<file path="src/rtl/instr_fetch_unit_pkg.sv">
// rtl/instr_fetch_unit_pkg.sv - shared widths, reset constants and next-PC select encoding
package instr_fetch_unit_pkg;

   localparam int                WORD_W          = 32;
   localparam logic [WORD_W-1:0] NOP_INSTR_DEF   = 32'h0000_0000;
   localparam logic [WORD_W-1:0] RESET_PC_DEF    = 32'd0;
   localparam int                IMEM_DEPTH_DEF  = 256;

   typedef enum logic [1:0] {
      PC_SEQ    = 2'd0,
      PC_HOLD   = 2'd1,
      PC_JUMP   = 2'd2,
      PC_BRANCH = 2'd3
   } pc_sel_e;

   typedef struct packed {
      logic [WORD_W-1:0] instr;
      logic [WORD_W-1:0] pc;
      logic [WORD_W-1:0] pc_next;
      logic              valid;
   } ifid_t;

   // EX branch beats everything; an ID jump only counts when the ID stage is not stalled.
   function automatic pc_sel_e pick_pc_sel(input logic ex_valid,
                                           input logic id_valid,
                                           input logic stall);
      pc_sel_e sel;
      if (ex_valid)
         sel = PC_BRANCH;
      else if (id_valid && !stall)
         sel = PC_JUMP;
      else if (stall)
         sel = PC_HOLD;
      else
         sel = PC_SEQ;
      return sel;
   endfunction

endpackage

</file>
<file path="src/rtl/ifid_pipe_reg.sv">
// rtl/ifid_pipe_reg.sv - IF/ID pipeline register with squash (priority) and hold controls
module ifid_pipe_reg
   import instr_fetch_unit_pkg::*;
#(
   parameter logic [WORD_W-1:0] NOP_INSTR = NOP_INSTR_DEF
) (
   input  logic              clk,
   input  logic              rst_n,
   input  logic              squash,
   input  logic              hold,
   input  logic [WORD_W-1:0] d_instr,
   input  logic [WORD_W-1:0] d_pc,
   input  logic [WORD_W-1:0] d_pc_next,
   output logic [WORD_W-1:0] ifid_instr,
   output logic [WORD_W-1:0] ifid_pc,
   output logic [WORD_W-1:0] ifid_pc_next,
   output logic              ifid_valid
);

   ifid_t ifid_d;
   ifid_t ifid_q;

   // Squash keeps the address fields; they are meaningless once valid drops.
   always_comb begin
      ifid_d = ifid_q;
      if (squash) begin
         ifid_d.valid = 1'b0;
         ifid_d.instr = NOP_INSTR;
      end else if (!hold) begin
         ifid_d.valid   = 1'b1;
         ifid_d.instr   = d_instr;
         ifid_d.pc      = d_pc;
         ifid_d.pc_next = d_pc_next;
      end
   end

   always_ff @(posedge clk or negedge rst_n) begin
      if (!rst_n) begin
         ifid_q.valid   <= 1'b0;
         ifid_q.instr   <= NOP_INSTR;
         ifid_q.pc      <= '0;
         ifid_q.pc_next <= '0;
      end else begin
         ifid_q <= ifid_d;
      end
   end

   assign ifid_instr   = ifid_q.instr;
   assign ifid_pc      = ifid_q.pc;
   assign ifid_pc_next = ifid_q.pc_next;
   assign ifid_valid   = ifid_q.valid;

endmodule

</file>
<file path="src/rtl/instr_fetch_unit.sv">
// rtl/instr_fetch_unit.sv - IF stage: PC, next-PC mux, ROM request, fault flag and fetch counter
module instr_fetch_unit
   import instr_fetch_unit_pkg::*;
#(
   parameter logic [WORD_W-1:0] RESET_PC   = RESET_PC_DEF,
   parameter int                IMEM_DEPTH = IMEM_DEPTH_DEF,
   parameter logic [WORD_W-1:0] NOP_INSTR  = NOP_INSTR_DEF
) (
   input  logic              clk,
   input  logic              rst_n,
   input  logic              stall,
   input  logic              flush,
   input  logic              redir_id_valid,
   input  logic [WORD_W-1:0] redir_id_target,
   input  logic              redir_ex_valid,
   input  logic [WORD_W-1:0] redir_ex_target,
   output logic [WORD_W-1:0] imem_addr,
   input  logic [WORD_W-1:0] imem_instr,
   output logic [WORD_W-1:0] ifid_instr,
   output logic [WORD_W-1:0] ifid_pc,
   output logic [WORD_W-1:0] ifid_pc_next,
   output logic              ifid_valid,
   output logic              fetch_fault,
   output logic [WORD_W-1:0] fetch_count
);

   localparam logic [WORD_W-1:0] DEPTH_W = WORD_W'(IMEM_DEPTH);

   logic [WORD_W-1:0] pc_q, pc_d;
   logic              fault_q, fault_d;
   logic [WORD_W-1:0] count_q, count_d;

   pc_sel_e           pc_sel;
   logic [WORD_W-1:0] pc_plus1;
   logic              out_of_range;
   logic              squash;
   logic              fault_now;
   logic              load;

   always_comb begin
      pc_sel       = pick_pc_sel(redir_ex_valid, redir_id_valid, stall);
      pc_plus1     = pc_q + WORD_W'(1);
      out_of_range = (pc_q >= DEPTH_W);

      // A taken jump means the word at PC is on the wrong path (no delay slot).
      squash    = redir_ex_valid | flush | (pc_sel == PC_JUMP);
      fault_now = !squash && !stall && out_of_range;
      load      = !squash && !stall && !out_of_range;

      case (pc_sel)
         PC_BRANCH: pc_d = redir_ex_target;
         PC_JUMP:   pc_d = redir_id_target;
         PC_HOLD:   pc_d = pc_q;
         default:   pc_d = pc_plus1;
      endcase

      fault_d = fault_q | fault_now;

      count_d = count_q;
      if (load && (count_q != '1))
         count_d = count_q + WORD_W'(1);
   end

   always_ff @(posedge clk or negedge rst_n) begin
      if (!rst_n) begin
         pc_q    <= RESET_PC;
         fault_q <= 1'b0;
         count_q <= '0;
      end else begin
         pc_q    <= pc_d;
         fault_q <= fault_d;
         count_q <= count_d;
      end
   end

   ifid_pipe_reg #(
      .NOP_INSTR (NOP_INSTR)
   ) u_ifid (
      .clk          (clk),
      .rst_n        (rst_n),
      .squash       (squash | fault_now),
      .hold         (stall),
      .d_instr      (imem_instr),
      .d_pc         (pc_q),
      .d_pc_next    (pc_plus1),
      .ifid_instr   (ifid_instr),
      .ifid_pc      (ifid_pc),
      .ifid_pc_next (ifid_pc_next),
      .ifid_valid   (ifid_valid)
   );

   assign imem_addr   = pc_q;
   assign fetch_fault = fault_q;
   assign fetch_count = count_q;

endmodule

</file>
<file path="config.mk">
export PLATFORM = sky130hd
export DESIGN_NAME = instr_fetch_unit
export DESIGN_NICKNAME = d
export VERILOG_FILES = /design/src/rtl/instr_fetch_unit_pkg.sv /design/src/rtl/ifid_pipe_reg.sv /design/src/rtl/instr_fetch_unit.sv
export SDC_FILE = /design/constraint.sdc
export NUM_CORES = 1
export LEC_CHECK = 0
export CORE_MARGIN = 2
export CORE_UTILIZATION = 35
export DETAILED_ROUTE_END_ITERATION = 7
export PLACE_DENSITY_LB_ADDON = 0.15
export SLEW_MARGIN = 25
export SYNTH_ARGS = -nofsm -noshare
export SYNTH_HDL_FRONTEND = slang
export SYNTH_HIERARCHICAL = 1
export SYNTH_SLANG_ARGS = --single-unit
</file>
<file path="constraint.sdc">
create_clock -name clk -period 2.1 [get_ports clk]
set_clock_uncertainty 0.15 [all_clocks]
set_input_delay 0.525 -clock clk [delete_from_list [all_inputs] [get_ports clk]]
set_output_delay 0.525 -clock clk [all_outputs]
set_load 0.01 [all_outputs]
</file>
=== Word level (Yosys, flattened, before mapping) ===
Cells that the tools add are included.

* $add $sub $neg: 2
* $mul: 0
* Divide/modulo/power cells: 0
* Magnitude comparators: 1
* Eq/ne operators: 5
* Shifts and indexed selects: 0
* Mux-type cells: 7
* Bitwise logic cells: 6
* Reduce and logical (&&, ||, !) cells: 9

{| class="wikitable"
|+ Operators with widths
! kind !! count
|-
| 97-bit two-way mux || 1
|-
| 32-bit one-hot mux with 3 select lines || 1
|-
| 32-bit by 1-bit adder with 32-bit output (second input constant) || 2
|-
| 32-bit by 9-bit >= comparator with 1-bit output (second input constant) || 1
|-
| 32-bit two-way mux || 1
|-
| 32-bit inequality test (second input constant) || 1
|-
| 1-bit logical AND || 5
|-
| 2-bit equality test (second input constant) || 2
|-
| 2-bit two-way mux || 2
|-
| 1-bit bitwise OR || 4
|-
| 1-bit zero test || 3
|-
| 2-bit by 1-bit equality test with 1-bit output (second input constant) || 1
|-
| 1-bit two-way mux || 2
|-
| 2-bit by 1-bit inequality test with 1-bit output (second input constant) || 1
|-
| 1-bit inverter || 2
|-
| 2-bit AND reduction || 1
|}

* Register bits: 162
* Bits in latches: 0
* Bits in writable memories: 0
* Bits in read-only memories: 0
* Input port bits: 102
* Output and inout port bits: 162
* Word-level logic and storage cells: 37
* Memories: 0

=== Longest topological paths before layout ===
* Depth in word-level cells: 12
* Depth in mapped cells: 10
* Mapped depth without buffers: 6

=== Hierarchy ===
Netlist, hierarchy kept.

{| class="wikitable"
|+ Modules (own cells, without submodules)
! module !! instances !! cells each !! area an instance (um^2) !! sequential area each (um^2)
|-
| instr_fetch_unit || 1 || 482 || 4,354.2 || 1,626.6
|-
| ifid_pipe_reg || 1 || 242 || 3,734.8 || 2,427.3
|}

=== Worst setup path after synthesis ===
No wires, ideal clock.

* Path kind: input to register
* Start: input redir_ex_valid
* End: register u_ifid.ifid_q, in the netlist u_ifid/ifid_pc_next[10]
* Arrival: 2,336 ps
* Data required time: 1,823 ps
* Slack: -513 ps
* Cell stages on the path: 10
* Buffers on the path: 6
* Path through: clkbuf_1 -> buf_2 -> buf_1 -> clkbuf_1 -> nor2_1 -> o21ai_0 -> buf_2 -> nor2_8 -> buf_6 -> mux2_1

* Longest elaborated chain between the ends: 9
* Elaborated cells between the ends (all ways): 10
* Classes of those cells: eq/ne: 1; mux: 1; bitwise: 4; reduce/logical: 4

{| class="wikitable"
|+ Ends and longest elaborated chain
! item !! line !! text
|-
| from (decl) || instr_fetch_unit.sv:15 || <nowiki>input logic redir_ex_valid,</nowiki>
|-
| 2-bit two-way mux || instr_fetch_unit_pkg.sv:28 || <nowiki>if (ex_valid)</nowiki>
|-
| 2-bit equality test || instr_fetch_unit.sv:46 || <nowiki>squash = redir_ex_valid | flush | (pc_sel == PC_JUMP);</nowiki>
|-
| 1-bit bitwise OR (*) || instr_fetch_unit.sv:46 ||
|-
| 1-bit zero test || instr_fetch_unit.sv:47 || <nowiki>fault_now = !squash && !stall && out_of_range;</nowiki>
|-
| 1-bit logical AND (2 in a row) || instr_fetch_unit.sv:47 ||
|-
| 1-bit bitwise OR (*) || instr_fetch_unit.sv:81 || <nowiki>.squash (squash | fault_now),</nowiki>
|-
| 1-bit inverter (no line) (*) || -- ||
|-
| 2-bit AND reduction (no line) (*) || -- ||
|-
| to (signal assigned) || ifid_pipe_reg.sv:44 || <nowiki>ifid_q <= ifid_d;</nowiki>
|-
| to (decl) || ifid_pipe_reg.sv:21 || <nowiki>ifid_t ifid_q;</nowiki>
|}

Mark *: on every way between the ends. The rest lies on a longest branch, timed or not.
A chain may end at the register's enable or synchronous reset.

=== Worst setup path after layout ===
* Start: register pc_q[26] (netlist: imem_addr[26])
* End: register u_ifid.ifid_q, in the netlist u_ifid/ifid_pc_next[6]

* Longest elaborated chain between the ends: 5

{| class="wikitable"
|+ Ends and longest elaborated chain
! item !! line !! text
|-
| from (decl) || instr_fetch_unit.sv:29 || <nowiki>logic [WORD_W-1:0] pc_q, pc_d;</nowiki>
|-
| from (signal assigned) || instr_fetch_unit.sv:70 || <nowiki>pc_q <= pc_d;</nowiki>
|-
| 32-bit by 9-bit >= comparator with 1-bit output || instr_fetch_unit.sv:43 || <nowiki>out_of_range = (pc_q >= DEPTH_W);</nowiki>
|-
| 1-bit logical AND || instr_fetch_unit.sv:47 ||
|-
| 1-bit bitwise OR || instr_fetch_unit.sv:81 ||
|-
| 1-bit inverter (no line) || -- ||
|-
| 2-bit AND reduction (no line) || -- ||
|}

Every way passes these cells.

==> qor.yml <==
status: "finished with violations"
violations: "negative setup slack"
grt_max_degree: 52
cts_tree: "yes"
final_core_util_pct: 59.5
p_clk_share_pct: 32.8
fin_nets: 1213
dpl.hpwl_um: 18300
rows: 55
ant_nets: 0
clk_path_buf_depth: 2
netlist-cell-type-count: 49
fin_crit_sh_pct: 111
grt.overflow.total: 0
yosysWarnings: 6
cp_cell_sequence: "nor4_2 -> buf_4 -> nand2_4 -> nor3_4 -> o21ai_4 -> nor2_8 -> buf_12 -> buf_16 -> mux2_4"
p_per_area_nw_per_um2: 741
tightestPinTransition_ps: 537
relSlewSlack_pct: 64.2
synthFlopType: "dfrtp_1"
syn_inst: 724
end_kind: "register"
start_kind: "register"
gp_congestion: 0.845
final.setup.tns_ps: -13600
seq_area_frac_synth_pct: 50.1
critPathMaxFanout: 11
coreArea_um2: 22600
synth_area_um2: 8090
synth_top_cell_by_area: "dfrtp_1"
fin_cells: 1404
fp.dieW_um: 156
yosysMostFrequentCell: "dfrtp_1"
criticalPathCategory: "register to register"
cts_num_sinks: 162
firstDrtPassIters: 4
ios: 264
cp_slowest_cell: "dfrtp_1"
root_buffer: "clkbuf_16"
syn_to_final_growth_pct: 66.6
worstPathArrival_ps: 2480
cp_slowest_stage_delay_ps: 430
synth_top_area_share_pct: 50.1
synthArstFlopShare_pct: 100
grt_first_pass_wirelength_um: 41000
setup_violations: 97
p_int_uw: 7190
vias_per_cell: 5.07
combinationalPowerShare_pct: 28.9
dieArea_um2: 24300
register_area_um2: 4060
placedCellCount: 1335
synthTopCellsByCount: "dfrtp_1, nor2_1, mux2_2"
sw_frac_of_total_pct: 28.0
timing.max_cap.violations: 0
port_buffers: 263
fmax_mhz: 431
routed_wl_um: 26400
required_ps: 2260
htree_num_levels: 4
postPlaceCellArea_um2: 11800
p_switching_uw: 2790
num_antenna_cells: 0
synth_edf_count: 0
stdcell_area_um2: 13500
insertion_delay_ps: 420
hold_viol_final: 0
ys_ff_latch: 162
pre_cts_slack_ps: -472
fillers: 1930
synth.area.top_cells: "dfrtp_1, mux2_2, xnor2_1"
drtIter0Drc: 359
rsz0062_at_grt: "true"
cts.clk_slew.worst_paths_ps: 70
grt_pass1_vias: 7345
fin_crit_ps: 2320
drc: 0
postSynthAreaPerCell_um2: 11.2
vias: 7114
antenna_found_initial: 2
grt.total_usage_pct: 21.6
numCtsBuffers: 17
die_h_um: 156
multi_input_area_um2: 4310
vdd.ir_drop.worst_mv: 0.533
wl_per_cell_um: 18.8
syn_nets: 829
drive_above_1_share_pct: 27.3
power_frac_seq_pct: 38.3
fin_ws_ps: -223
maxSlewViolCount: 0
hold_path_class: "register to register"
leakagePower_uw: 0.00628
initial_core_util_pct: 35.7
[sequential cells by signal, summed over array words and instances (netlist names)]
register and count:
fetch_count 32, imem_addr 32, u_ifid/ifid_instr 32, u_ifid/ifid_pc 32
u_ifid/ifid_pc_next 32, fetch_fault 1, u_ifid/ifid_valid 1
[routing by layer]
layer	part of all wire (%)	global-route usage, %	up-vias
li1	-	-	3372
met1	43	27.7	3499
met2	49	36.2	221
met3	6.5	5.47	22
met4	1.5	6.03	0
met5	0	0	-
[final timing paths]
path,start,to,slack (ps),cells after the start
max reg2reg,imem_addr[26],u_ifid/ifid_pc_next[6],-220,9
min,fetch_fault,fetch_fault,330,2
min in group asynchronous,rst_n,u_ifid/ifid_instr[15],490,2
min reg2reg,fetch_fault,fetch_fault,330,2
max in group asynchronous,rst_n,imem_addr[13],750,3
max,imem_addr[26],u_ifid/ifid_pc_next[6],-220,9
[power by group through the flow]
stage / combinational, uW / clock, uW / sequential, uW
final: 2890 / 3280 / 3820
after global routing: 3080 / 3490 / 3880
after CTS: 2780 / 3350 / 3820
after detailed placement: 2620 / 0 / 3850
after global placement: 2600 / 0 / 3840
after floorplan: 787 / 0 / 4090
[repair_timing]
| action | in CTS | in global routing |
|---|---|---|
| pin swaps | 13 | 45 |
| hold endpoints to repair | 46 | 0 |
| buffers inserted | 16 | 21 |
| hold buffers | 1 | 0 |
| endpoints found under the setup margin | 131 | 156 |
| gates cloned | 4 | 4 |
| gates resized for setup | 125 | 94 |
[metrics by stage]
| step | hold WS (ps) | total power [uW] |
|---|---|---|
| detailed placement | 299 | 6470 |
| CTS | 327 | 9940 |
| floorplan | 79.4 | 4880 |
| global placement | 303 | 6450 |
| finish | 325 | 9980 |
| global route | 364 | 10500 |
[cell families after synthesis]
logic type	synth area share [%]
XOR/XNOR	6.60
AND/OR/NAND/NOR	17.3
flip-flops	50.1
adder cells (fa/ha/maj)	0.464
multiplexers	13.7
AO/OA/AOI/OAI	8.15
buffers and inverters	3.68
[cell type report]
class	count	share of cell area, %
clock buffer	17	3.16
clock inverter	13	1.31
inverter	10	0.279
multi-input combinational	505	32.0
sequential	162	30.1
tap	285	2.65
timing repair buffer	412	30.5
[placed cells by master, fill, tap and decap left out, drive strengths merged, types with 3 or more instances in the layout]
master / n
nor2b: 15
buf: 149
and2: 4
mux2i: 35
and3: 17
mux2: 67
o21ai: 10
clkbuf: 19
nand2: 41
nor2: 70
xnor2: 43
nand4b: 3
o31ai: 13
nor3: 13
a22o: 5
nand4: 31
and4: 4
clkdlybuf4s15: 5
dfrtp: 162
or3: 3
or2: 5
dlymetal6s2s: 9
a22oi: 18
dlygate4sd2: 41
bufinv: 3
nand3: 28
ha: 3
clkdlybuf4s50: 205
xor2: 18
nor4: 16
inv: 16
a21oi: 4
a221o: 21
a21o: 6
[worst max-delay path: cells and delay by family, from the launching register on]
family                 cells  cell delay, ps
AOI/OAI and AO/OA          1             100
muxes                      1             310
DFF                        1             430
and+or+nand+nor            4             700
buffers and inverters      3             500
Power figures use the tool's default switching activity.
